File: src/rtl/arbitro_escrita_br.sv
// Register-file write-port arbiter between the ULA and MEM producers.
// Each producer has a one-entry holding register. A round-robin grant drives a registered write strobe, and a RAW scoreboard tracks pending writes.
module arbitro_escrita_br #(
    parameter int DATA_W   = 32,
    parameter int ADDR_W   = 5,
    parameter int NUM_REGS = 32
) (
    input  logic                clock,
    input  logic                reset,
    input  logic                ula_valido,
    input  logic [ADDR_W-1:0]   ula_endereco,
    input  logic [DATA_W-1:0]   ula_dado,
    output logic                ula_pronto,
    input  logic                mem_valido,
    input  logic [ADDR_W-1:0]   mem_endereco,
    input  logic [DATA_W-1:0]   mem_dado,
    output logic                mem_pronto,
    input  logic                reserva_valido,
    input  logic [ADDR_W-1:0]   reserva_endereco,
    output logic [NUM_REGS-1:0] pendentes,
    output logic                br_escrita,
    output logic [ADDR_W-1:0]   br_endereco,
    output logic [DATA_W-1:0]   br_dado
);

    typedef enum logic {ULTIMO_ULA, ULTIMO_MEM} ultimo_t;

    ultimo_t             ultimo;
    logic                ula_cheio, mem_cheio;
    logic [ADDR_W-1:0]   ula_end_h, mem_end_h;
    logic [DATA_W-1:0]   ula_dado_h, mem_dado_h;

    logic                conc_ula, conc_mem, escreve;
    logic [ADDR_W-1:0]   end_conc;
    logic [DATA_W-1:0]   dado_conc;
    logic [NUM_REGS-1:0] marca, limpa, pend_prox;

    assign ula_pronto = !ula_cheio;
    assign mem_pronto = !mem_cheio;

    always_comb begin
        conc_ula  = ula_cheio && (!mem_cheio || ultimo == ULTIMO_MEM);
        conc_mem  = mem_cheio && !conc_ula;
        end_conc  = conc_mem ? mem_end_h  : ula_end_h;
        dado_conc = conc_mem ? mem_dado_h : ula_dado_h;
        escreve   = (conc_ula || conc_mem) && (end_conc != '0);
        marca     = '0;
        limpa     = '0;
        if (reserva_valido && reserva_endereco != '0)
            marca[reserva_endereco] = 1'b1;
        if (escreve)
            limpa[end_conc] = 1'b1;
        // A reservation on the issuing edge is newer than the write, so set wins over clear.
        pend_prox = (pendentes & ~limpa) | marca;
    end

    always_ff @(posedge clock) begin
        if (reset) begin
            ultimo      <= ULTIMO_MEM;
            ula_cheio   <= 1'b0;
            mem_cheio   <= 1'b0;
            ula_end_h   <= '0;
            mem_end_h   <= '0;
            ula_dado_h  <= '0;
            mem_dado_h  <= '0;
            pendentes   <= '0;
            br_escrita  <= 1'b0;
            br_endereco <= '0;
            br_dado     <= '0;
        end else begin
            br_escrita <= escreve;
            if (escreve) begin
                br_endereco <= end_conc;
                br_dado     <= dado_conc;
            end
            if (conc_ula) begin
                ula_cheio <= 1'b0;
                ultimo    <= ULTIMO_ULA;
            end
            if (conc_mem) begin
                mem_cheio <= 1'b0;
                ultimo    <= ULTIMO_MEM;
            end
            // Accept only into a slot empty at the start of the cycle (no bypass).
            if (ula_valido && !ula_cheio) begin
                ula_cheio  <= 1'b1;
                ula_end_h  <= ula_endereco;
                ula_dado_h <= ula_dado;
            end
            if (mem_valido && !mem_cheio) begin
                mem_cheio  <= 1'b1;
                mem_end_h  <= mem_endereco;
                mem_dado_h <= mem_dado;
            end
            pendentes <= pend_prox;
        end
    end

endmodule

File: config.mk
export PLATFORM = sky130hd
export DESIGN_NAME = arbitro_escrita_br
export DESIGN_NICKNAME = d
export VERILOG_FILES = /design/src/rtl/arbitro_escrita_br.sv
export SDC_FILE = /design/constraint.sdc
export NUM_CORES = 1
export LEC_CHECK = 0
export BUFFER_PORTS_ARGS = -buffer_cell sky130_fd_sc_hd__buf_2
export CORE_ASPECT_RATIO = 0.5
export CORE_MARGIN = 5
export CORE_UTILIZATION = 50
export CTS_BUF_LIST = sky130_fd_sc_hd__clkbuf_8 sky130_fd_sc_hd__clkbuf_16
export DETAILED_ROUTE_END_ITERATION = 6
export PLACE_DENSITY = 0.75
export SYNTH_ARGS = -nofsm -noshare
export SYNTH_HDL_FRONTEND = slang
export SYNTH_SLANG_ARGS = --single-unit
export TNS_END_PERCENT = 5
File: constraint.sdc
create_clock -name clock -period 3.2 [get_ports clock]
set_input_delay 0.32 -clock clock [delete_from_list [all_inputs] [get_ports clock]]
set_output_delay 0.32 -clock clock [all_outputs]
set_load 0.1 [all_outputs]
**After elaboration in Yosys (flattened, before gate mapping)**

Index checks and enable logic that the tools add are counted.

- Output and inout port bits: 72
- Register bits after elaboration: 147

- Muxes and demuxes: 12
- Magnitude comparators: 4
- Bitwise operators: 3
- Reduce and logical (&&, ||, !) cells: 18

Operators by type and width:

| kind | number |
|---|---|
| $mux 32 | 3 |
| $and 32x32->32 | 1 |
| $not 32->32 | 1 |
| $or 32x32->32 | 1 |
| $lt 5x6->1 const B | 2 |
| $demux 1 s5 | 2 |
| $ge 5x1->1 const B | 2 |
| $reduce_bool 5->1 | 2 |
| $logic_and 1x1->1 | 8 |
| $mux 1 | 6 |
| $mux 5 | 1 |
| $reduce_bool 2->1 | 2 |
| $logic_not 1->1 | 3 |
| $logic_or 1x1->1 | 2 |
| $reduce_or 2->1 | 1 |

**Logic depth before layout (Yosys ltp)**

- Depth after elaboration: 14
- Gate-level depth with buffers: 8

**Least setup slack after synthesis**

OpenSTA, ideal clock, no wires.

- Kind: register to register
- Start point: register mem_cheio
- End point: register br_dado[22]
- Slack: 1.235 ns
- Cell stages (with the launch flop): 7
- Period minus slack after synthesis: 1.965 ns
- Data required time: 3.079 ns
- Arrival: 1.844 ns
- Cell sequence: dfxtp_1 > a21boi_4 > mux2i_1 > a21o_1 > buf_6 > buf_6 > mux2_4

- Word-level cells in the longest chain between the ends: 8
- Elaborated cells on any way between the ends: 10

RTL lines:

| item | line | source |
|---|---|---|
| start: declaration | 29 | `logic ula_cheio, mem_cheio;` |
| start signal: assignment | 61 | `mem_cheio <= 1'b0;` |
| start signal: assignment | 81 | `mem_cheio <= 1'b0;` |
| start signal: assignment | 91 | `mem_cheio <= 1'b1;` |
| $logic_not 1->1 | 42 | `conc_ula = ula_cheio && (!mem_cheio \|\| ultimo == ULTIMO_MEM);` |
| $logic_or 1x1->1 | 42 |  |
| $logic_and 1x1->1 | 42 |  |
| $logic_not 1->1 | 43 | `conc_mem = mem_cheio && !conc_ula;` |
| $logic_and 1x1->1 | 43 |  |
| $mux 5 | 44 | `end_conc = conc_mem ? mem_end_h : ula_end_h;` |
| $reduce_bool 5->1 | 46 | `escreve = (conc_ula \|\| conc_mem) && (end_conc != '0);` |
| $logic_and 1x1->1 | 46 |  |
| end signal: assignment | 74 | `br_dado <= dado_conc;` |
| end: declaration | 23 | `output logic [DATA_W-1:0] br_dado` |

Parallel ways exist; a longest one is shown, timed or not.
A chain may end at the register's enable or synchronous reset.

**Final worst setup path**

- Start point: register mem_cheio
- End point: register pendentes[17]

- Word-level cells in the longest chain between the ends: 14
- Elaborated cells on any way between the ends: 18

RTL lines:

| item | line | source |
|---|---|---|
| $logic_not 1->1 | 42 |  |
| $logic_or 1x1->1 | 42 |  |
| $logic_and 1x1->1 | 42 |  |
| $logic_not 1->1 | 43 |  |
| $logic_and 1x1->1 | 43 |  |
| $mux 5 | 44 |  |
| $lt 5x6->1 (not written as such) / $ge 5x1->1 (equally long branches) | 52 | `limpa[end_conc] = 1'b1;` |
| $logic_and 1x1->1 (not written as such) | 52 |  |
| $mux 1 (not written as such) | 52 |  |
| $demux 1 s5 | 52 |  |
| $mux 32 * | 51 | `if (escreve)` |
| $not 32->32 * | 54 | `pend_prox = (pendentes & ~limpa) \| marca;` |
| $and 32x32->32 * | 54 |  |
| $or 32x32->32 * | 54 |  |
| end signal: assignment | 95 | `pendentes <= pend_prox;` |
| end: declaration | 20 | `output logic [NUM_REGS-1:0] pendentes,` |

Mark *: on every way between the ends. The rest lies on a longest branch, timed or not.

==> impl_summary.txt <==
----------------------------------------------------
[Power]
  Static Leak ... 3.317 nW
  Total Power ... 4.657 mW
  Net switching fraction of the power ... 0.2770
  Clock group share of total power ... 0.431
  Proportion of power drawn by flip-flops and latches ... 0.422
  Peak VDD IR ... 0.0003697 V
  Internal power summed over all cells ... 3.367 mW
  Power spent charging and discharging nets ... 1.290 mW
  Combinational Power Share ... 0.147
  Ratio of total power to cell area ... 598.8 nW/µm²

[Setup path]
  Max stage delay on crit path ... 720 ps
  Crit. End Element ... register
  Crit path from ... mem_cheio
  Reg2reg start ... mem_cheio
  Slowest cell on the critical path ... sky130_fd_sc_hd__mux2i_1
  Setup crit start kind ... register
  Worst-path cell chain ... a21boi_4, buf_4, mux2i_1, nor2_1, a311oi_1
  Largest fanout on the critical path ... 39
  Category of the critical setup timing path ... register to register
  Delay-heaviest family, CP ... multiplexers
  Data required time of the critical path ... 3520 ps
  Data arrival time of the critical path ... 3000 ps
  Count of buffer and inverter cells on the critical path ... 1
  R2R setup slack ... 520 ps

[Finish]
  Final net count ... 942
  Final standard cell count with taps included and fillers excluded ... 1,041
  Synth-to-layout area growth ... 22.70%
  Number of fill cells ... 1,105
  Share of final-layout standard cells stronger than drive strength 1 ... 0.2710
  Diode count ... 0
  Area taken by flip-flops and latches ... 2943 µm²
  Area of the multi-input gates ... 3117 µm²

[STA]
  Accumulated negative setup slack ... 0 ps
  Max-slew violation count ... 0
  RSZ-0062 raised after global routing ... false
  Fin Hold WS ... 146.5 ps
  Final Hold Fails ... 0
  Post-layout minimum cycle time ... 2684 ps
  Tightest slew margin relative to the limit ... 0.2192
  Pin slew with the least headroom to its limit ... 1171 ps
  Fin Clk Skew ... 12.76 ps
  Total of endpoints with negative setup slack in the final report ... 0
  Maximum clock frequency ... 372.6 MHz
  Tcrit/Tclk final ... 0.8386

[Drt]
  Antenna Nets Post-Route ... 0
  1st-iter DRT viols ... 375
  Count of vias placed by the detailed router ... 5,461
  Mean routed wirelength per cell ... 15.37 µm
  Ratio of routed vias to standard cells ... 5.246
  Detailed-route wire length ... 16.00 mm
  Residual DRC ... 0
  Number of detailed-route iterations in the first pass ... 5

[Die]
  Die outline area ... 15,170 µm²
  Initial Utilization ... 0.5049
  Die X ... 169.2 µm
  Number of primary I/O pins ... 156
  Row count ... 29
  Core Area ... 12,550 µm²
  Die Ht ... 89.62 µm

[Hold path]
  Startpoint of the worst hold path ... ula_dado[9]
  Worst min path class ... input port to register

[Yosys]
  Mapped Cells ... 727
  Combined area of all synthesized cells ... 6339 µm²
  Synth Area in Compound Gates ... 0.1364
  Share of async-settable or async-resettable flops after synthesis ... 0
  Most used standard cell by instance count after synthesis ... sky130_fd_sc_hd__nand2_1
  Number of synthesized register bits ... 147
  Share of cell area taken by muxes after synthesis ... 0.1467
  Sequential fraction of the synthesis area ... 0.4643
  Syn avg cell area ... 8.719 µm²
  Number of synthesized flops with an enable pin ... 0
  Post-synth top area cell ... sky130_fd_sc_hd__dfxtp_1
  Leading register cell type out of synthesis ... sky130_fd_sc_hd__dfxtp_1
  Area share of the leading cell type in the synthesized netlist ... 0.4643
  Top cells by area, synth ... sky130_fd_sc_hd__dfxtp_1, sky130_fd_sc_hd__nand2_1, sky130_fd_sc_hd__a21oi_1, sky130_fd_sc_hd__mux2_4, sky130_fd_sc_hd__mux2i_1
  Largest family of logic cells by synthesized area ... simple AND/OR/NAND/NOR gates
  Synth Warn # ... 0
  Adder and majority cell fraction of the synthesized area ... 0
  Yosys cell types ... 33
  Parity-gate share of the synthesized area counting xor and xnor cells ... 0
  Top cells by count, synth ... sky130_fd_sc_hd__nand2_1, sky130_fd_sc_hd__dfxtp_1, sky130_fd_sc_hd__a21oi_1
  Syn Nets ... 811
  Simple-Gate Fraction of Synth Area ... 0.2061

[Status]
  Outcome ... complete, no violations

[Place]
  Global placer's final weighted congestion ... 0.8478
  Placed cell count ... 1,009
  Total half-perimeter wirelength after legalization and detailed placement ... 10.62 mm
  Quantity of I/O buffers inserted on ports ... 155

[Global route]
  Overall fraction of global-route tracks in use ... 0.2101
  Maximum number of pins on one net before global-route repair ... 74
  First-pass GRT wire length ... 26.00 mm
  Overflow left after global routing ... 0
  Antenna violations before repair ... 0
  Number of global-route vias before repair ... 5,392

[Clock tree]
  CTS-repair resized insts ... 0
  Clock sink total ... 147
  CTS tree ... built
  Post-CTS setup buffer count ... 0
  CTS root buf ... sky130_fd_sc_hd__clkbuf_16
  Maximum clock insertion buffer count ... 2
  Clock-pin slew of the registers on the worst-case setup and hold paths ... 60 ps
  Worst-Skew Late Latency ... 410 ps
  Number of hold buffers added after cts ... 0
  TritonCTS Buffers ... 17
  Total number of H-tree levels ... 4

[Run]
  Max-Cap Viols ... 0

----------------------------------------------------
per-stage QoR:
stage | worst slack, ps | utilization | instance area [µm²]
2_1_floorplan | 1235 | - | 6339
3_3_place_gp | 619.8 | 0.5714 | 7173
3_5_place_dp | 486.2 | 0.5714 | 7173
4_1_cts | 532.0 | 0.6195 | 7777
5_1_grt | 330.5 | 0.6195 | 7777
6_report | 516.4 | 0.6195 | 7777
flip-flops by register name (all words and copies together) (netlist names):
register     flops
br_dado         32
pendentes       32
mem_end_h        5
br_escrita       1
ultimo           1
ula_cheio        1
mem_cheio        1
ula_end_h        5
br_endereco      5
mem_dado_h      32
ula_dado_h      32
routing by layer:
| layer | track usage | share of wire | vias to the layer above |
|---|---|---|---|
| met5 | 0 | 0 | - |
| met4 | 0.07378 | 0.015 | 0 |
| met3 | 0.04504 | 0.054 | 24 |
| met2 | 0.3610 | 0.48 | 146 |
| met1 | 0.2677 | 0.45 | 2561 |
| li1 | - | - | 2730 |
power groups by stage:
stage / logic [mW] / registers [mW] / clock network [mW]
6_report: 0.684 / 1.97 / 2.01
5_1_grt: 0.738 / 1.97 / 2.14
4_1_cts: 0.687 / 1.97 / 2.04
3_5_place_dp: 0.686 / 2.00 / 0
3_3_place_gp: 0.675 / 2.00 / 0
2_1_floorplan: 0.371 / 2.16 / 0
kinds of logic after synthesis:
group | count (synthesis)
buffers and inverters | 60
AND/OR/NAND/NOR | 301
AO/OA/AOI/OAI | 142
flip-flops | 147
multiplexers | 77
cell type report:
cell class,count,share of cell area
Multi-Input combinational cell,520,0.4007
Sequential cell,147,0.3784
Timing Repair Buffer,164,0.1120
Clock buffer,18,0.05647
Tap cell,170,0.02735
Clock inverter,14,0.02124
Inverter,8,0.003861
worst register-to-register path, cell delays in order (launching register included):
cell,delay (ps)
sky130_fd_sc_hd__dfxtp_1,470
sky130_fd_sc_hd__a21boi_4,400
sky130_fd_sc_hd__buf_4,650
sky130_fd_sc_hd__mux2i_1,720
sky130_fd_sc_hd__nor2_1,100
sky130_fd_sc_hd__a311oi_1,260
path summary, 6_finish.rpt:
check	cells past startpoint	to
hold reg to reg	2	ula_dado_h[11]
hold / removal	3	ula_dado_h[9]
setup reg to reg	5	pendentes[17]
setup / recovery	5	pendentes[17]
layout by cell type (no fill, tap or decap), types with 2 or more instances in the layout:
| master | count |
|---|---|
| sky130_fd_sc_hd__o21ai_0 | 3 |
| sky130_fd_sc_hd__a311oi_1 | 6 |
| sky130_fd_sc_hd__mux2_4 | 30 |
| sky130_fd_sc_hd__nand2b_1 | 10 |
| sky130_fd_sc_hd__buf_2 | 154 |
| sky130_fd_sc_hd__nand2_1 | 181 |
| sky130_fd_sc_hd__mux2_2 | 6 |
| sky130_fd_sc_hd__clkinv_4 | 4 |
| sky130_fd_sc_hd__dfxtp_1 | 147 |
| sky130_fd_sc_hd__buf_4 | 8 |
| sky130_fd_sc_hd__nor2b_1 | 41 |
| sky130_fd_sc_hd__clkinv_2 | 2 |
| sky130_fd_sc_hd__nor2_1 | 51 |
| sky130_fd_sc_hd__nor3_1 | 3 |
| sky130_fd_sc_hd__buf_12 | 2 |
| sky130_fd_sc_hd__bufinv_16 | 3 |
| sky130_fd_sc_hd__o32ai_1 | 8 |
| sky130_fd_sc_hd__mux2i_1 | 40 |
| sky130_fd_sc_hd__nor4b_1 | 2 |
| sky130_fd_sc_hd__o22ai_1 | 2 |
| sky130_fd_sc_hd__clkbuf_16 | 17 |
| sky130_fd_sc_hd__a21oi_1 | 101 |
| sky130_fd_sc_hd__o41ai_1 | 18 |
| sky130_fd_sc_hd__clkinvlp_4 | 3 |
| sky130_fd_sc_hd__nor4_1 | 7 |
| sky130_fd_sc_hd__nor2b_4 | 2 |
| sky130_fd_sc_hd__inv_1 | 10 |
Note: power is estimated with default switching activity, not from simulation.
